$ cat src/rtl/var_delay_pkg.sv
// Shared helpers for the variable delay line: width derivation and channel slicing.
package var_delay_pkg;

  // Ceiling log2, with clog2(1) = 0; usable in parameter expressions.
  function automatic int clog2(input int n);
    int r;
    int v;
    r = 0;
    v = n - 1;
    while (v > 0) begin
      r++;
      v = v >> 1;
    end
    return r;
  endfunction

  // Width of a field that must hold every delay value 0..depth inclusive.
  function automatic int delay_width(input int depth);
    return clog2(depth + 1);
  endfunction

  // Low bit index of channel c in a packed multi-channel bus.
  function automatic int ch_lo(input int c, input int data_width);
    return c * data_width;
  endfunction

endpackage

$ cat src/rtl/var_delay_chan.sv
// One channel of the delay line: DEPTH data stages and the delay-indexed output tap.
module var_delay_chan
  import var_delay_pkg::*;
#(
  parameter int DATA_WIDTH = 8,
  parameter int DEPTH      = 16,
  parameter int DW         = delay_width(DEPTH)
) (
  input  logic                  clk,
  input  logic                  rst,
  input  logic                  en,
  input  logic [DATA_WIDTH-1:0] in_data,
  input  logic [DW-1:0]         delay,
  output logic [DATA_WIDTH-1:0] out_data
);

  logic [DATA_WIDTH-1:0] stage [DEPTH];

  // Data shift register: loads on enabled cycles, holds on stall.
  // NOTE: every stage is reset here because a freshly reset line must present
  // zero data at the tap; storage without that requirement would skip reset.
  always_ff @(posedge clk) begin
    if (rst) begin
      for (int i = 0; i < DEPTH; i++) stage[i] <= '0;
    end else if (en) begin
      // NOTE: non-blocking assignments let every stage sample its neighbour's
      // old value, so the loop order does not matter.
      stage[0] <= in_data;
      for (int i = 1; i < DEPTH; i++) stage[i] <= stage[i-1];
    end
  end

  // Output tap: D = 0 passes the input straight through, otherwise stage[D-1].
  always_comb begin
    // NOTE: the default assignment first keeps this block free of latches.
    out_data = in_data;
    for (int i = 0; i < DEPTH; i++) begin
      if (delay == DW'(i + 1)) out_data = stage[i];
    end
  end

endmodule

$ cat src/rtl/var_delay_line.sv
// Multi-channel runtime-programmable delay line with valid tracking, stall,
// flush, post-change output blanking and an out-of-range delay error pulse.
module var_delay_line
  import var_delay_pkg::*;
#(
  parameter int  DATA_WIDTH    = 8,
  parameter int  NUM_CH        = 2,
  parameter int  DEPTH         = 16,
  parameter int  DEFAULT_DELAY = 4,
  parameter bit  CHANGE_BLANK  = 1'b1,
  localparam int DW            = delay_width(DEPTH)
) (
  input  logic                         clk,
  input  logic                         rst,
  input  logic                         en,
  input  logic                         flush,
  input  logic                         in_valid,
  input  logic [NUM_CH*DATA_WIDTH-1:0] in_data,
  input  logic                         delay_ld,
  input  logic [DW-1:0]                delay_sel,
  output logic [DW-1:0]                delay_cur,
  output logic                         out_valid,
  output logic [NUM_CH*DATA_WIDTH-1:0] out_data,
  output logic                         blanking,
  output logic                         dly_err
);

  logic [DEPTH-1:0] v_q;
  logic [DEPTH-1:0] v_shift;
  logic [DW-1:0]    delay_q;
  logic [DW-1:0]    blank_cnt;
  logic [DW-1:0]    delay_new;
  logic             sel_over;
  logic             tap_v;

  assign sel_over  = delay_sel > DW'(DEPTH);
  assign delay_new = sel_over ? DW'(DEPTH) : delay_sel;

  // Shifted valid chain; flush kills every bit including the incoming one.
  always_comb begin
    v_shift[0] = in_valid & ~flush;
    for (int i = 1; i < DEPTH; i++) v_shift[i] = v_q[i-1] & ~flush;
  end

  // Valid chain register: shifts when enabled, otherwise holds unless flushed.
  always_ff @(posedge clk) begin
    if (rst)        v_q <= '0;
    else if (en)    v_q <= v_shift;
    else if (flush) v_q <= '0;
  end

  // Active delay register and the one-cycle out-of-range error pulse.
  always_ff @(posedge clk) begin
    if (rst) begin
      delay_q <= DW'(DEFAULT_DELAY);
      dly_err <= 1'b0;
    end else begin
      if (delay_ld) delay_q <= delay_new;
      dly_err <= delay_ld & sel_over;
    end
  end

  // Blank counter: restarts at the new delay on a load, counts enabled cycles down.
  always_ff @(posedge clk) begin
    if (rst || !CHANGE_BLANK)        blank_cnt <= '0;
    else if (delay_ld)               blank_cnt <= delay_new;
    else if (en && blank_cnt != '0)  blank_cnt <= blank_cnt - DW'(1);
  end

  // Valid tap at D-1, mirroring the data tap in each channel.
  always_comb begin
    tap_v = 1'b0;
    for (int i = 0; i < DEPTH; i++) begin
      if (delay_q == DW'(i + 1)) tap_v = v_q[i];
    end
  end

  assign blanking  = blank_cnt != '0;
  assign delay_cur = delay_q;
  assign out_valid = (delay_q == '0) ? (in_valid & en & ~flush & ~blanking)
                                     : (tap_v & ~blanking);

  for (genvar c = 0; c < NUM_CH; c++) begin : g_chan
    var_delay_chan #(
      .DATA_WIDTH (DATA_WIDTH),
      .DEPTH      (DEPTH),
      .DW         (DW)
    ) u_chan (
      .clk      (clk),
      .rst      (rst),
      .en       (en),
      .in_data  (in_data[ch_lo(c, DATA_WIDTH) +: DATA_WIDTH]),
      .delay    (delay_q),
      .out_data (out_data[ch_lo(c, DATA_WIDTH) +: DATA_WIDTH])
    );
  end

endmodule

$ cat config.mk
export PLATFORM = sky130hd
export DESIGN_NAME = var_delay_line
export DESIGN_NICKNAME = d
export VERILOG_FILES = /design/src/rtl/var_delay_pkg.sv /design/src/rtl/var_delay_chan.sv /design/src/rtl/var_delay_line.sv
export SDC_FILE = /design/constraint.sdc
export NUM_CORES = 1
export LEC_CHECK = 0
export CELL_PAD_IN_SITES_DETAIL_PLACEMENT = 1
export CELL_PAD_IN_SITES_GLOBAL_PLACEMENT = 1
export CORE_ASPECT_RATIO = 0.9
export CORE_MARGIN = 5
export CORE_UTILIZATION = 30
export CTS_CLUSTER_SIZE = 12
export DETAILED_ROUTE_END_ITERATION = 8
export PLACE_DENSITY = 0.63
export SYNTH_ARGS = -nofsm -noshare
export SYNTH_HDL_FRONTEND = slang
export SYNTH_HIERARCHICAL = 1
export SYNTH_SLANG_ARGS = --single-unit
$ cat constraint.sdc
create_clock -name clk -period 7.4 [get_ports clk]
set_clock_uncertainty 0.05 [all_clocks]
set_input_delay 2.22 -clock clk [delete_from_list [all_inputs] [get_ports clk]]
set_output_delay 2.22 -clock clk [all_outputs]
set_load 0.01 [all_outputs]
==> flow_metrics.env, run 1 <==
export IMPL_outcome="complete, no violations"
export IMPL_drt_iter0_markers=1008
export IMPL_cts_sinks=283
export IMPL_setup_violations_final=0
export IMPL_instances_no_fill=1898
export IMPL_synth_distinct_cells=69
export IMPL_whs_endpoint="v_q[0]"
export IMPL_fmax_mhz=147
export IMPL_fp_dieW_um=237
export IMPL_core_um2=46400
export IMPL_synth_top_area_share=0.550
export IMPL_synth_mux_area_frac=0.0217
export IMPL_slew_violations=0
export IMPL_timing_critical_path_to_type="output port"
export IMPL_syn_nets=1249
export IMPL_synth_commonest_cells="256 x edfxtp_1, 162 x and2_1, 117 x nor2b_1"
export IMPL_power_density_nw_per_um2=244
export IMPL_gp_congestion=0.790
export IMPL_r2r_end="blank_cnt[3]"
export IMPL_cts_root_buf="clkbuf_16"
export IMPL_nets=1286
export IMPL_r2r_start="blank_cnt[0]"
export IMPL_ios=51
export IMPL_dp_hpwl_um=26100
export IMPL_synth_most_common_cell="edfxtp_1"
export IMPL_yosysTopAreaCell="edfxtp_1"
export IMPL_htree_num_levels=2
export IMPL_critPathLaunchType="primary input"
export IMPL_cp_max_fo=3
export IMPL_synthXorXnorAreaFrac=0.000627
export IMPL_rows=75
export IMPL_synth_edf_count=256
export IMPL_areaGrowthSynthToFinish_pct=16.1
export IMPL_synth_avg_cell_area_um2=11.4
export IMPL_path_class="in -> out"
export IMPL_postRouteAntennaNets=0
export IMPL_cts_hold_buffers=0
export IMPL_die_area_um2=51000
export IMPL_dp_slack_ns=0.576
export IMPL_placed_cell_area_um2=15100
export IMPL_grt_pass1_wl_um=61200
export IMPL_synth_area_um2=14000
export IMPL_grtUsageTotal=0.148
export IMPL_min_from="v_q[0]"
export IMPL_synth_compound_area_share=0.132
export IMPL_start_util=0.301
export IMPL_antenna_found_initial=0
export IMPL_min_period_ns=6.82
export IMPL_portBuffers=50
export IMPL_required_ns=5.13
export IMPL_clockBufferDepth=3
export IMPL_cts_clk_slew_worst_paths_ns=0.05
export IMPL_synthFlopType="edfxtp_1"
export IMPL_max_cap_violations=0
export IMPL_async_reset_ff_frac=0
export IMPL_gr_total_overflow=0
export IMPL_synth_top_family_by_area="simple AND/OR/NAND/NOR gates"
export IMPL_synth_simple_area_share=0.225
export IMPL_irDropWorstVdd_mv=0.128
export IMPL_rr_worst_depth=7
export IMPL_slew_headroom=0.352
export IMPL_ys_warn_count=6
export IMPL_drive_gt1_frac=0.0803
export IMPL_cts_tree="done"
export IMPL_grt_pass1_vias=10086
export IMPL_drc=0
export IMPL_hold_class="reg -> reg"
export IMPL_crit_arrival_ns=4.55
export IMPL_cts_setup_buffers=0
export IMPL_fin_crit_sh=0.922
export IMPL_worst_slack_ns=0.581
export IMPL_cts_made_buffers=34
export IMPL_place_inst=1837
export IMPL_leakagePower_nw=5.84
export IMPL_whs_path_depth=2
export IMPL_die_h_um=215
export IMPL_netlist_instances=1220
export IMPL_synth_seq_cells=283
export IMPL_rrSetupSlack_ns=5.75
export IMPL_synth_fa_ha_area_frac=0.00179
export IMPL_tns_ns=0
export IMPL_synth_seq_area_share=0.589
export IMPL_vias=9956
export IMPL_wl_per_cell_um=20.7
export IMPL_fin_area_um2=16200
export IMPL_vias_per_cell=5.25
export IMPL_firstDrtPassIters=5
export IMPL_tightest_slew_ns=0.972
export IMPL_wirelength_um=39300
export IMPL_rsz0062_at_grt="false"
export IMPL_holdWs_ns=0.453
export IMPL_synth_area_leaders="edfxtp_1 55%, and2_1 7.3%, nor2b_1 5.2%"
export IMPL_finalHoldViolCount=0
export IMPL_diodes=0
export IMPL_clk_latency_ns=0.51
export IMPL_cts_resized=0
export IMPL_grt_max_degree=81
==> worst max-delay path: stages <==
cell and delay, ns:
clkdlybuf4s50_1 0.56, o2bb2ai_1 0.10, a221oi_2 0.28, o21ai_1 0.17, a211o_1 0.35, a31oi_1 0.26
clkdlybuf4s50_1 0.60
==> logic make-up after synthesis <==
kind of cell | Yosys count
AND/OR/NAND/NOR | 551
flip-flops | 283
AO/OA/AOI/OAI | 268
buffers and inverters | 86
multiplexers | 29
adder cells (fa/ha/maj) | 2
XOR/XNOR | 1
==> per-layer routing <==
layer	up-vias	wire length, um	track usage
met1	5055	19400	0.226
li1	4608	-	-
met4	0	732	0.0348
met5	-	0	0
met2	241	17400	0.223
met3	52	1870	0.0219
==> power by group <==
group / switching (mW) / internal (mW)
Clock: 0.662 / 0.975
Sequential: 0.0654 / 1.86
Combinational: 0.235 / 0.161
Total: 0.962 / 2.99
==> how the worst max path moves through the flow <==
stage / start / to / slack [ns] / cells past startpoint
2_1_floorplan: in_data[11] / out_data[11] / 1.98 / 5
3_3_place_gp: in_data[11] / out_data[11] / 0.56 / 7
3_5_place_dp: in_data[11] / out_data[11] / 0.58 / 7
4_1_cts: in_data[11] / out_data[11] / 0.56 / 7
5_1_grt: in_data[11] / out_data[11] / 0.44 / 7
6_report: in_data[11] / out_data[11] / 0.58 / 7
==> state kept, by name, summed over array words and instances (netlist names) <==
register,cells
delay_cur,5
dly_err,1
g_chan.u_chan/stage,256
blank_cnt,5
v_q,16
==> placed cells by master, fill, tap and decap left out, drive strengths merged, types with 6 or more instances in the layout <==
cell type	n
inv	16
a22oi	10
a21oi	67
edfxtp	256
nor3	33
nand2	60
a31oi	6
and2	162
dfxtp	27
nor3b	8
or2	9
a221oi	14
clkbuf	47
nor2b	117
and3	13
nor4	10
clkinv	14
o22ai	31
o21ai	41
nor2	86
mux2i	28
buf	22
clkdlybuf4s50	49
a211oi	16
a222oi	10
o211ai	11
nand2b	14
nand3	18
o221ai	6
==> cell type report <==
type | count | area, um^2
Clock buffer | 47 | 1040
Clock inverter | 14 | 58.8
Fill cell | 5068 | 30100
Inverter | 16 | 60.1
Multi-Input combinational cell | 851 | 5350
Sequential cell | 283 | 8230
Tap cell | 616 | 771
Timing Repair Buffer | 71 | 706
==> per-stage QoR <==
stage | util | power, mW
after detailed placement | 0.326 | 2.35
after global placement | 0.326 | 2.34
after CTS | 0.350 | 4.01
after global routing | 0.350 | 4.12
final | 0.350 | 3.95
after floorplan | - | 2.17
Power figures use the tool's default switching activity.
==> run 2: changes to the inputs <==
- PLACE_DENSITY: 0.63 -> 0.54
==> flow_metrics.env, run 2 (synthesized netlist as in run 1, its figures left out) <==
export IMPL_outcome="complete, no violations"
export IMPL_rsz0062_at_grt="false"
export IMPL_rr_worst_depth=7
export IMPL_core_um2=46400
export IMPL_crit_arrival_ns=4.62
export IMPL_startpoint="in_data[3]"
export IMPL_start_util=0.301
export IMPL_worst_slack_ns=0.506
export IMPL_firstDrtPassIters=8
export IMPL_multiInputGateArea_um2=5350
export IMPL_gr_total_overflow=0
export IMPL_die_area_um2=51000
export IMPL_max_cap_violations=0
export IMPL_ios=51
export IMPL_vias_per_cell=5.18
export IMPL_fp_dieW_um=237
export IMPL_path_class="in -> out"
export IMPL_dp_slack_ns=0.553
export IMPL_cp_max_fo=3
export IMPL_r2r_start="blank_cnt[0]"
export IMPL_largest_register_ffs=256
export IMPL_critPathLaunchType="primary input"
export IMPL_place_inst=1839
export IMPL_tightest_slew_ns=1.04
export IMPL_wirelength_um=41000
export IMPL_cts_resized=0
export IMPL_instances_no_fill=1903
export IMPL_min_period_ns=6.89
export IMPL_grt_pass1_wl_um=63200
export IMPL_fin_crit_sh=0.932
export IMPL_diodes=0
export IMPL_grt_pass1_vias=10109
export IMPL_wl_per_cell_um=21.5
export IMPL_cts_setup_buffers=0
export IMPL_rows=75
export IMPL_cts_sinks=283
export IMPL_whs_path_depth=2
export IMPL_vias=9859
export IMPL_irDropWorstVdd_mv=0.136
export IMPL_clk_latency_ns=0.55
export IMPL_biggestRegsByFlops="g_chan.u_chan/stage (256), v_q (16)"
export IMPL_drc=0
export IMPL_die_h_um=215
export IMPL_gp_congestion=0.801
export IMPL_layout_commonest_cell="edfxtp_1"
export IMPL_leakagePower_nw=5.82
export IMPL_finalHoldViolCount=0
export IMPL_clockBufferDepth=3
export IMPL_drive_gt1_frac=0.0808
export IMPL_antenna_found_initial=0
export IMPL_final_cell_mix="256 x edfxtp_1, 162 x and2_1, 115 x nor2b_1"
export IMPL_postRouteAntennaNets=0
export IMPL_dp_hpwl_um=27000
export IMPL_cts_clk_slew_worst_paths_ns=0.05
export IMPL_slew_violations=0
export IMPL_power_mw=4.01
export IMPL_drt_iter0_markers=721
export IMPL_cts_tree="done"
export IMPL_fmax_mhz=145
export IMPL_power_density_nw_per_um2=248
export IMPL_cts_made_buffers=36
export IMPL_min_from="v_q[0]"
export IMPL_timing_critical_path_to_type="output port"
export IMPL_grtUsageTotal=0.157
export IMPL_fillCellCount=5065
export IMPL_hold_class="reg -> reg"
export IMPL_required_ns=5.13
export IMPL_setup_violations_final=0
export IMPL_cts_root_buf="clkbuf_16"
export IMPL_portBuffers=50
export IMPL_slew_headroom=0.302
export IMPL_seq_area_um2=8230
export IMPL_largest_register="g_chan.u_chan/stage"
export IMPL_htree_num_levels=2
export IMPL_grt_max_degree=96
export IMPL_tns_ns=0
export IMPL_areaGrowthSynthToFinish_pct=15.9
export IMPL_nets=1290
export IMPL_cts_hold_buffers=0
## run 2: metal layers
| layer | wire [um] | up-vias | GRT usage |
|---|---|---|---|
| met5 | 0 | - | 0 |
| met4 | 810 | 0 | 0.0427 |
| met3 | 1760 | 54 | 0.0277 |
| met2 | 17300 | 191 | 0.225 |
| met1 | 21100 | 4996 | 0.243 |
| li1 | - | 4618 | - |
## run 2: stage by stage
| stage | utilization | hold slack (ns) | cell area [um^2] |
|---|---|---|---|
| 2_1_floorplan | - | 0.411 | 14000 |
| 3_5_place_dp | 0.325 | 0.438 | 15100 |
| 3_3_place_gp | 0.325 | 0.429 | 15100 |
| 5_1_grt | 0.349 | 0.476 | 16200 |
| 4_1_cts | 0.349 | 0.448 | 16200 |
| 6_report | 0.349 | 0.443 | 16200 |
## run 2: worst paths after layout
kind             endpoint  slack (ns)
max reg2reg  blank_cnt[3]        5.68
min reg2reg        v_q[0]        0.44
min                v_q[0]        0.44
max           out_data[3]        0.51
## run 2: area by class of cell
| type | count | area share |
|---|---|---|
| clock inverters | 11 | 0.00673 |
| well taps | 616 | 0.0476 |
| inverters | 16 | 0.00371 |
| clock buffers | 53 | 0.0615 |
| repair buffers | 73 | 0.0414 |
| multi-input cells | 851 | 0.330 |
| flip-flops and latches | 283 | 0.509 |
## run 2: where the power goes
group | switching (mW) | total [mW] | internal [mW]
Combinational | 0.236 | 0.395 | 0.159
Clock | 0.686 | 1.69 | 1.00
Sequential | 0.0656 | 1.92 | 1.86
Total | 0.988 | 4.01 | 3.02
## run 2: worst max-delay path, stage by stage
cell             delay, ns
clkdlybuf4s50_1       0.56
o2bb2ai_1             0.11
a221oi_2              0.29
o21ai_1               0.18
a211o_1               0.35
a31oi_1               0.31
clkdlybuf4s50_1       0.61
